## src/rtl/cpu_pkg.sv

```systemverilog
// rtl/cpu_pkg.sv - shared pipeline types and address-map constants
package cpu_pkg;

  typedef enum logic [1:0] {
    BYTE = 2'd0,
    HALF = 2'd1,
    WORD = 2'd2
  } load_size_t;

  // Lowest I/O address; the EX-stage decode uses the same boundary.
  localparam logic [15:0] IO_BASE = 16'h3000;

  typedef struct packed {
    logic         valid;
    logic         mem_read;
    logic         reg_write;
    logic [31:0]  addr;
    load_size_t   size;
    logic         is_unsigned;
    logic         is_io;
    logic [31:0]  io_data;
  } memwb_t;

  function automatic load_size_t decode_size(input logic is_byte, input logic is_half);
    if (is_byte) return BYTE;
    if (is_half) return HALF;
    return WORD;
  endfunction

endpackage

```

## src/rtl/load_extend.sv

```systemverilog
// rtl/load_extend.sv - sub-word load alignment, extension and misalignment flag
module load_extend
  import cpu_pkg::*;
(
  input  logic [31:0] raw,
  input  logic [1:0]  low_addr,
  input  load_size_t  size,
  input  logic        is_unsigned,
  output logic [31:0] data,
  output logic        misaligned
);

  logic [7:0]  byte_sel;
  logic [15:0] half_sel;

  always_comb begin
    byte_sel   = raw[{low_addr, 3'b000} +: 8];
    // Halfword selection looks only at addr[1]; addr[0] just flags misalignment.
    half_sel   = low_addr[1] ? raw[31:16] : raw[15:0];
    data       = raw;
    misaligned = 1'b0;
    case (size)
      BYTE: begin
        data = is_unsigned ? {24'h0, byte_sel} : {{24{byte_sel[7]}}, byte_sel};
      end
      HALF: begin
        data       = is_unsigned ? {16'h0, half_sel} : {{16{half_sel[15]}}, half_sel};
        misaligned = low_addr[0];
      end
      default: begin
        data       = raw;
        misaligned = |low_addr;
      end
    endcase
  end

endmodule

```

## src/rtl/load_writeback.sv

```systemverilog
// rtl/load_writeback.sv - MEM/WB register, read-data merge, stall hold buffer and writeback drive
module load_writeback #(
  parameter int          REG_AW  = 5,
  parameter logic [15:0] IO_BASE = cpu_pkg::IO_BASE
) (
  input  logic              clk,
  input  logic              reset,
  input  logic              WB_STALL,
  input  logic              EX_FLUSH,
  input  logic              ex_valid,
  input  logic              ex_memRead,
  input  logic              ex_regWrite,
  input  logic [REG_AW-1:0] ex_wa,
  input  logic [31:0]       ex_addr,
  input  logic              ex_isDMByte,
  input  logic              ex_isDMHalf,
  input  logic              ex_isUnsigned,
  input  logic [31:0]       DMout,
  input  logic [31:0]       PrRD,
  output logic              wb_valid,
  output logic              wb_regWrite,
  output logic [REG_AW-1:0] wb_wa,
  output logic [31:0]       wb_wd,
  output logic              wb_misaligned
);

  import cpu_pkg::*;

  memwb_t            r;
  logic [REG_AW-1:0] wa_q;
  logic              hold_valid;
  logic [31:0]       hold_data;
  logic [31:0]       raw_word;
  logic [31:0]       ext_data;
  logic              ext_misaligned;
  logic              keep;

  // A stall freezes the stage even if EX is flushed in the same cycle.
  assign keep = ~EX_FLUSH;

  always_ff @(posedge clk) begin
    if (reset) begin
      r    <= '0;
      wa_q <= '0;
    end else if (!WB_STALL) begin
      r.valid       <= ex_valid & keep;
      r.mem_read    <= ex_memRead & keep;
      r.reg_write   <= ex_regWrite & keep;
      r.addr        <= ex_addr;
      r.size        <= decode_size(ex_isDMByte, ex_isDMHalf);
      r.is_unsigned <= ex_isUnsigned;
      r.is_io       <= (ex_addr[15:0] >= IO_BASE);
      r.io_data     <= PrRD;
      wa_q          <= ex_wa;
    end
  end

  // The RAM word is only valid in the first WB cycle; keep it for the rest of a stall.
  always_ff @(posedge clk) begin
    if (reset) begin
      hold_valid <= 1'b0;
      hold_data  <= '0;
    end else if (WB_STALL && !hold_valid) begin
      hold_valid <= 1'b1;
      hold_data  <= DMout;
    end else if (!WB_STALL) begin
      hold_valid <= 1'b0;
    end
  end

  always_comb begin
    if (r.is_io)
      raw_word = r.io_data;
    else if (hold_valid)
      raw_word = hold_data;
    else
      raw_word = DMout;
  end

  load_extend u_load_extend (
    .raw         (raw_word),
    .low_addr    (r.addr[1:0]),
    .size        (r.size),
    .is_unsigned (r.is_unsigned),
    .data        (ext_data),
    .misaligned  (ext_misaligned)
  );

  assign wb_valid      = r.valid;
  assign wb_regWrite   = r.valid & r.reg_write & (wa_q != '0);
  assign wb_wa         = wa_q;
  assign wb_wd         = r.mem_read ? ext_data : r.addr;
  assign wb_misaligned = r.valid & r.mem_read & ext_misaligned;

endmodule

```

## config.mk

```make
export PLATFORM = sky130hd
export DESIGN_NAME = load_writeback
export DESIGN_NICKNAME = d
export VERILOG_FILES = /design/src/rtl/cpu_pkg.sv /design/src/rtl/load_extend.sv /design/src/rtl/load_writeback.sv
export SDC_FILE = /design/constraint.sdc
export NUM_CORES = 1
export LEC_CHECK = 0
export ABC_AREA = 1
export BUFFER_PORTS_ARGS = -buffer_cell sky130_fd_sc_hd__buf_4
export CELL_PAD_IN_SITES_DETAIL_PLACEMENT = 1
export CELL_PAD_IN_SITES_GLOBAL_PLACEMENT = 2
export CORE_MARGIN = 3
export CORE_UTILIZATION = 30
export CTS_CLUSTER_SIZE = 40
export DETAILED_ROUTE_END_ITERATION = 12
export PLACE_DENSITY_LB_ADDON = 0.25
export SLEW_MARGIN = 20
export SYNTH_ARGS = -nofsm -noshare
export SYNTH_HDL_FRONTEND = slang
export SYNTH_SLANG_ARGS = --single-unit
```

## constraint.sdc

```tcl
create_clock -name clk -period 3.3 [get_ports clk]
set_input_delay 0.66 -clock clk [delete_from_list [all_inputs] [get_ports clk]]
set_output_delay 0.66 -clock clk [all_outputs]
set_load 0.01 [all_outputs]
```

==> results of run 1 <==
cell type report:
type                            instances  share of cell area
Multi-Input combinational cell        615              0.3950
Clock inverter                          4            0.005139
Timing Repair Buffer                  169              0.1754
Tap cell                              229             0.03923
Inverter                              100             0.05139
Sequential cell                       109              0.2987
Clock buffer                           12             0.03511
synthesized netlist by cell type (all sizes together):
master,instances
nand2,275
nand3,125
dfxtp,109
inv,99
o21ai,79
nor2,43
a21oi,42
clkbuf,33
buf,28
or2,14
o22ai,7
a221oi,5
a22oi,5
o211ai,4
o221ai,4
nand4,2
o32ai,2
a2111o,1
a21boi,1
a31oi,1
and2,1
clkinv,1
nor4,1
o21a,1
o221a,1
o311ai,1
final timing paths:
kind | startpoint | slack [ps] | cells after the start | endpoint
setup / recovery | r[32] | 290 | 10 | wb_wd[8]
hold / removal | r[44] | 450 | 2 | r[44]
setup reg to reg | hold_valid | 1350 | 5 | hold_data[14]
hold reg to reg | r[44] | 450 | 2 | r[44]
worst max-delay path, stage by stage, from the launching register on:
cell and delay [ps]:
dfxtp_1 350, buf_4 320, nand2_1 200, nand3_1 130, nand3_1 90, nand2_2 130
nand3_4 290, nand2_1 180, nand2_1 80, nand2_1 70, buf_4 120
stage by stage:
stage	cell area (um2)	power [W]
5_1_grt	7305	0.003428
6_report	7305	0.003249
2_1_floorplan	5723	0.001865
4_1_cts	7297	0.003290
3_5_place_dp	7003	0.002187
3_3_place_gp	7003	0.002180
flip-flops by register name, summed over array words and instances, names as in the netlist:
| signal | flops |
|---|---|
| wb_valid | 1 |
| hold_data | 32 |
| r | 70 |
| wb_wa | 5 |
| hold_valid | 1 |
cell families (layout without fill, tap and decap cells):
kind of cell           count (synthesis)  count (layout)  synth area share
DFF                                  109             109            0.3813
buffers and inverters                161             285            0.1163
and+or+nand+nor                      461             461            0.3502
AOI/OAI and AO/OA                    154             154            0.1522
where the power goes:
group | internal [W] | switching (W)
clock | 0.000566 | 0.000531
sequential | 0.00140 | 0.0000400
combinational | 0.000283 | 0.000429
total | 0.00225 | 0.00100
metal layers:
| layer | up-vias | wire length (um) | track usage |
|---|---|---|---|
| met5 | - | 0 | 0 |
| met4 | 0 | 231 | 0.04163 |
| met3 | 15 | 984 | 0.03340 |
| met2 | 140 | 9709 | 0.3195 |
| met1 | 2866 | 10790 | 0.3065 |
| li1 | 3082 | - | - |
==> run_results.csv, run 1 <==
group,metric,value,unit
status,outcome,"finished clean",
cts,cts_setup_buffers,0,
cts,cts.clk_slew.worst_paths,80,ps
grt,grt_pass1_wl,33290,um
cells_and_area,layout.nets,1115,
worst_setup_path,path_class,"reg -> out",
sta,slew_headroom,0.5481,
sta,drv_slew,0,
sta,rsz0062_at_grt,"false",
drt,drtIter0Drc,367,
floorplan,die_h,144.1,um
sta,hold_viol_final,0,
cts,insertion_delay,360,ps
floorplan,dieWidth,144.1,um
cells_and_area,fin_util,0.3985,
cells_and_area,multi_input_area,0.002885,mm2
place,dp.cells,1222,
sta,tns,0,ps
floorplan,dieArea,0.02077,mm2
floorplan,coreArea,0.01833,mm2
worst_setup_path,cp-start-kind,"register",
drt,drtPass1Iterations,5,
cts,ctsHoldBuffers,0,
cells_and_area,final_common_cell,"nand2_1",
min_path,hold_class,"reg -> reg",
sta,fmax,332.4,MHz
cells_and_area,areaGrowthSynthToFinish,27.63,%
grt,track_usage,0.2073,
synth,synth_cell_types,38,
power_and_ir_drop,p_leak,3.705,nW
synth,synth_area_per_cell,6.467,um2
place,pre_cts_ws,503.4,ps
sta,period_share,0.9117,
cells_and_area,final_cell_mix,"274 x nand2_1, 168 x buf_4, 113 x nand3_1",
worst_setup_path,crit_path_end_kind,"output port",
power_and_ir_drop,pwr_density_cell,444.8,mW/mm2
cts,cts.sinks,109,
synth,synth_top_area_frac,0.3813,
worst_setup_path,worst_ep_arrival_time,2350,ps
drt,wirelength,21720,um
drt,antenna_left,0,
synth,synth_area_leaders,"dfxtp_1 38%, nand2_1 18%, nand3_1 9.9%, o21ai_0 6.5%, inv_1 6.2%",
sta,fin_ws,291.5,ps
synth,yosysTopAreaCell,"dfxtp_1",
drt,drc,0,
synth,synth.net_count,996,
sta,setup_viol,0,
sta,fin_crit,3008,ps
grt,grt_max_degree,92,
place,port_buffers,150,
cts,cts_buffers,9,
floorplan,start_util,0.3122,
cells_and_area,antennaDiodeCount,0,
sta,tightest_slew,673.6,ps
cells_and_area,fill_cells,2374,
grt,grt_antenna_before_repair,0,
worst_setup_path,critPathMaxFanout,28,
floorplan,io_pins,151,
synth,yosys_warnings,0,
grt,overflow,0,
floorplan,row_count,49,
job,cap_violations,0,
grt,grt_pass1_vias,5867,
cts,clockBufferDepth,2,
synth,netlist_instances,885,
cts,cts_resized,0,
cells_and_area,drive_gt1_frac,0.2131,
cts,cts_max_level,3,
place,gp_congestion,0.8031,
sta,holdWs,447.8,ps
cts,tritoncts,"built",
drt,vias_per_cell,4.930,
synth,seq_area_frac_synth,0.3813,
synth,ys_ff_latch,109,
power_and_ir_drop,ir_drop,0.2444,mV
place,dp.final_hpwl,16120,um
sta,skew,8.728,ps
drt,vias,6103,
cells_and_area,stdcell_count,1238,
worst_setup_path,required,2640,ps
cells_and_area,seq_area,0.002182,mm2
cts,root_buffer,"clkbuf_16",
synth,synth_area,0.005723,mm2
drt,post_drt_wl_per_cell,17.54,um
Note: power is estimated with default switching activity, not from simulation.
==> inputs of run 2 (changes only) <==
BUFFER_PORTS_ARGS = unset   (was -buffer_cell sky130_fd_sc_hd__buf_4)
CORE_UTILIZATION = 36   (was 30)
DONT_BUFFER_PORTS = 1   (was unset)
==> run 2 against run 1 <==
- first-iteration DRC count rose by 20%
- non-clock buffer count fell by 152
- design area decreased by 16%
- clock power hardly changed
- power decreased by 3.8%
- combinational power is 23% lower
- register-to-register slack about the same
- core utilization grew 0.26 points
- sequential power about the same
- clock skew shrank 2.4 ps
- sequential share of layout area up 5.5 points
- die area shrank 16%
- largest power group unchanged
==> run_results.csv, run 2 (synthesis results as in run 1) <==
group,metric,value,unit
status,outcome,"finished clean",
sta,drv_slew,0,
drt,antenna_left,0,
worst_setup_path,worstSetupStartpoint,"hold_valid",
worst_setup_path,worst_ep_arrival_time,2300,ps
cells_and_area,design_area,0.006165,mm2
sta,hold_viol_final,0,
worst_setup_path,required,2640,ps
drt,wirelength,20490,um
min_path,worstHoldStart,"reset",
cells_and_area,antennaDiodeCount,0,
cts,cts.clk_slew.worst_paths,80,ps
sta,rsz0062_at_grt,"false",
cts,cts.sinks,109,
power_and_ir_drop,pwr_density_cell,506.8,mW/mm2
grt,grt_max_degree,57,
grt,busiest_layer,"met2",
cells_and_area,final_cell_mix,"274 x nand2_1, 113 x nand3_1, 109 x dfxtp_1",
drt,vias_per_cell,5.276,
floorplan,dieArea,0.01745,mm2
grt,met3_usage,0.06183,
cells_and_area,fin_util,0.4011,
worst_setup_path,rr_startpoint,"hold_valid",
place,dp.final_hpwl,15340,um
floorplan,row_count,45,
floorplan,io_pins,151,
place,pre_cts_ws,600.3,ps
worst_setup_path,r2r_cells,5,
grt,grt_antenna_before_repair,0,
cts,cts_setup_buffers,0,
cells_and_area,layout.nets,964,
drt,drc,0,
sta,tightest_slew,842.5,ps
sta,skew,6.278,ps
grt,track_usage,0.2326,
cells_and_area,areaGrowthSynthToFinish,7.717,%
sta,fin_ws,337.8,ps
place,port_buffers,0,
power_and_ir_drop,p_total,0.003124,W
worst_setup_path,cp-start-kind,"register",
worst_setup_path,crit_path_end_kind,"output port",
power_and_ir_drop,p_leak,2.965,nW
cts,cts_max_level,3,
drt,drtPass1Iterations,5,
min_path,hold_depth,1,
grt,grt_pass1_vias,5723,
grt,grt_pass1_wl,32390,um
sta,setup_viol,0,
grt,overflow,0,
cells_and_area,largest_reg_flops,70,
sta,tns,0,ps
cells_and_area,drive_gt1_frac,0.07576,
cts,cts_buffers,9,
drt,vias,5640,
cts,root_buffer,"clkbuf_16",
cts,tritoncts,"built",
cells_and_area,top_register,"r",
floorplan,dieWidth,132.1,um
cells_and_area,final_common_cell,"nand2_1",
place,gp_congestion,0.8723,
grt,met2_usage,0.3635,
power_and_ir_drop,ir_drop,0.3060,mV
floorplan,die_h,132.1,um
grt,use_met1,0.3238,
min_path,whs_endpoint,"hold_data[28]",
drt,post_drt_wl_per_cell,19.16,um
min_path,hold_class,"in -> reg",
floorplan,start_util,0.3723,
sta,slew_headroom,0.4375,
worst_setup_path,path_class,"reg -> out",
sta,fmax,337.6,MHz
worst_setup_path,r2r_slack,1340,ps
floorplan,coreArea,0.01537,mm2
cts,insertion_delay,360,ps
worst_setup_path,reg2reg_to,"hold_data[26]",
drt,drtIter0Drc,439,
worst_setup_path,critPathMaxFanout,21,
job,cap_violations,0,
cts,clockBufferDepth,2,
place,place_area,0.005839,mm2
sta,period_share,0.8976,
sta,fin_crit,2962,ps
run 2: cell count changes in the layout (fill, tap and decap cells not counted), sizes merged:
cell | before | now
clkbuf | 12 | 10
nand3 | 125 | 126
bufinv | 0 | 1
clkinvlp | 0 | 1
buf | 169 | 17
run 2: critical path, cell delays in order, from the launching register on:
cell     delay, ps
dfxtp_1        330
buf_4          260
inv_2          180
nand2_1        110
nand3_1        140
nand3_1        120
nand3_1         80
nand2_2        160
nand3_4        180
nand2_1        130
nand2_1        100
nand2_1        130
run 2: repair_timing:
action	4_1_cts	5_1_grt
setup endpoints to repair	0	9
hold buffers	0	0
gates resized for setup	0	2
run 2: worst max-delay path by stage:
stage,endpoint,cells past startpoint,slack (ps)
2_1_floorplan,wb_wd[30],11,1140
3_3_place_gp,wb_wd[15],9,660
3_5_place_dp,wb_wd[15],9,600
4_1_cts,wb_wd[18],11,210
5_1_grt,wb_wd[15],11,100
6_report,wb_wd[8],11,340
run 2: routing by layer:
metal / part of all wire / up-vias
li1: - / 2781
met1: 0.47 / 2710
met3: 0.062 / 13
met5: 0 / -
met2: 0.46 / 136
met4: 0.015 / 0
run 2: layout make-up:
cell class,count,area [um2]
Clock inverter,6,71.32
Multi-Input combinational cell,616,2903
Timing Repair Buffer,17,140.1
Tap cell,211,264.0
Sequential cell,109,2182
Clock buffer,10,229.0
Fill cell,2052,9206
Inverter,100,375.4
run 2: per-stage QoR:
step / hold slack [ps] / std cells
finish: 375.7 / 1069
global placement: 427.6 / 1052
global route: 360.9 / 1069
floorplan: 413.6 / 885
CTS: 360.1 / 1068
detailed placement: 433.1 / 1052
run 2: power breakdown:
group / total [W] / switching, W / internal [W]
registers: 0.00144 / 0.0000409 / 0.00140
logic: 0.000551 / 0.000393 / 0.000158
clock network: 0.00113 / 0.000535 / 0.000598
total: 0.00312 / 0.000969 / 0.00216
==> inputs of run 3 (changes only) <==
clock period = 3.6 ns   (was 3.3 ns; I/O delays follow)
==> run 3 against run 2 <==
- design area down 0.63%
- power is 8.8% lower
- critical path depth unchanged
- largest power group unchanged
- clock power is 9% lower
==> run_results.csv, run 3 (synthesis results as in run 1) <==
group,metric,value,unit
power_and_ir_drop,p_int,0.001975,W
worst_setup_path,path_class,"reg -> out",
cts,cts.clk_slew.worst_paths,70,ps
cts,cts.sinks,109,
cells_and_area,antennaDiodeCount,0,
grt,grt_pass1_vias,5694,
grt,grt_antenna_before_repair,0,
sta,tns,0,ps
min_path,hold_class,"in -> reg",
sta,fin_crit,3234,ps
worst_setup_path,max_stage_delay,400,ps
place,port_buffers,0,
sta,drv_slew,0,
cts,clockBufferDepth,2,
worst_setup_path,critPathSlowestCell,"nand3_2",
job,cap_violations,0,
cts,cts_max_level,3,
cts,insertion_delay,350,ps
power_and_ir_drop,p_total,0.002849,W
power_and_ir_drop,swShare,0.3067,
place,dp.final_hpwl,15360,um
sta,period_share,0.8984,
floorplan,start_util,0.3723,
cells_and_area,areaGrowthSynthToFinish,7.040,%
sta,hold_viol_final,0,
sta,fmax,309.2,MHz
drt,vias,5658,
cts,cts_buffers,9,
grt,track_usage,0.2317,
cells_and_area,top_register,"r",
power_and_ir_drop,p_leak,2.950,nW
drt,antenna_left,0,
grt,grt_pass1_wl,32070,um
place,place_area,0.005824,mm2
place,gp_congestion,0.8225,
sta,setup_viol,0,
cts,root_buffer,"clkbuf_16",
grt,overflow,0,
cts,tritoncts,"built",
power_and_ir_drop,ir_drop,0.2245,mV
drt,drtPass1Iterations,5,
worst_setup_path,path_cells,"buf_4, inv_2, nand2_1, nand3_1, nand2_1, nand2_1, nand2_1, nand3_2, nand3_1, nand2_1, inv_1",
grt,grt_max_degree,62,
worst_setup_path,r2r_slack,1830,ps
drt,vias_per_cell,5.308,
floorplan,coreArea,0.01537,mm2
worst_setup_path,crit_path_end_kind,"output port",
cells_and_area,largest_reg_flops,70,
cells_and_area,design_area,0.006126,mm2
worst_setup_path,crit_top_cell,"nand2_1",
cells_and_area,final_cell_mix,"274 x nand2_1, 113 x nand3_1, 108 x dfxtp_1",
cells_and_area,final_common_cell,"nand2_1",
worst_setup_path,cp-start-kind,"register",
cells_and_area,drive_gt1_frac,0.07135,
power_and_ir_drop,p_seq_frac,0.464,
drt,post_drt_wl_per_cell,19.24,um
worst_setup_path,required,2880,ps
cells_and_area,fin_util,0.3985,
sta,rsz0062_at_grt,"false",
sta,tightest_slew,807.7,ps
drt,drc,0,
worst_setup_path,critPathMaxFanout,23,
floorplan,row_count,45,
status,outcome,"finished clean",
floorplan,dieWidth,132.1,um
sta,skew,3.879,ps
sta,holdWs,440.6,ps
cts,cts_setup_buffers,0,
drt,drtIter0Drc,323,
power_and_ir_drop,power.switching,0.0008739,W
power_and_ir_drop,clock_power_share,0.361,
floorplan,dieArea,0.01745,mm2
floorplan,die_h,132.1,um
drt,wirelength,20510,um
power_and_ir_drop,pwr_density_cell,465.1,mW/mm2
floorplan,io_pins,151,
worst_setup_path,worst_ep_arrival_time,2510,ps
sta,slew_headroom,0.4609,
power_and_ir_drop,pwr-share-comb,0.175,
cells_and_area,layout.nets,961,
## run 3: cell count changes in the layout (fill, tap and decap cells not counted), sizes merged
cell | previous run | this run
clkbuf | 10 | 11
clkinvlp | 1 | 0
buf | 17 | 15
nand3 | 126 | 125
## run 3: stage by stage
step	cells	worst slack (ps)
6_report	1066	365.8
3_5_place_dp	1050	638.4
3_3_place_gp	1050	640.3
5_1_grt	1066	97.13
2_1_floorplan	885	1321
4_1_cts	1066	245.0
## run 3: area by class of cell
type | count | area (um2)
sequential | 109 | 2183
fill | 2032 | 9245
inverter | 100 | 375.4
tap | 211 | 264.0
timing repair buffer | 15 | 125.1
clock buffer | 11 | 232.7
multi-input combinational | 615 | 2878
clock inverter | 5 | 67.56
## run 3: what timing repair did
| item | CTS | global route |
|---|---|---|
| gates resized for setup | 0 | 1 |
| hold buffers | 0 | 0 |
| setup endpoints to repair | 0 | 1 |
## run 3: final timing paths
kind,startpoint,endpoint,cells after the start
max,hold_valid,wb_wd[16],11
max reg2reg,r[69],r[69],4
min,reset,hold_data[27],1
min reg2reg,r[38],r[38],2
## run 3: worst max-delay path, delay by kind of cell (launching register included)
family	cells	cell delay (ps)
AND/OR/NAND/NOR	8	1260
flip-flops	1	340
buffers and inverters	3	560
## run 3: metal layers
metal	up-vias	global-route usage	wire length, um
met5	-	0	0
met4	0	0.07060	401
met3	23	0.04427	1135
met2	153	0.3640	9198
met1	2710	0.3229	9776
li1	2772	-	-
## run 3: power groups by stage
stage	sequential, W	combinational (W)	clock [W]
4_1_cts	0.00132	0.000504	0.00105
3_5_place_dp	0.00135	0.000501	0
2_1_floorplan	0.00134	0.000374	0
3_3_place_gp	0.00135	0.000487	0
6_report	0.00132	0.000498	0.00103
5_1_grt	0.00133	0.000563	0.00110
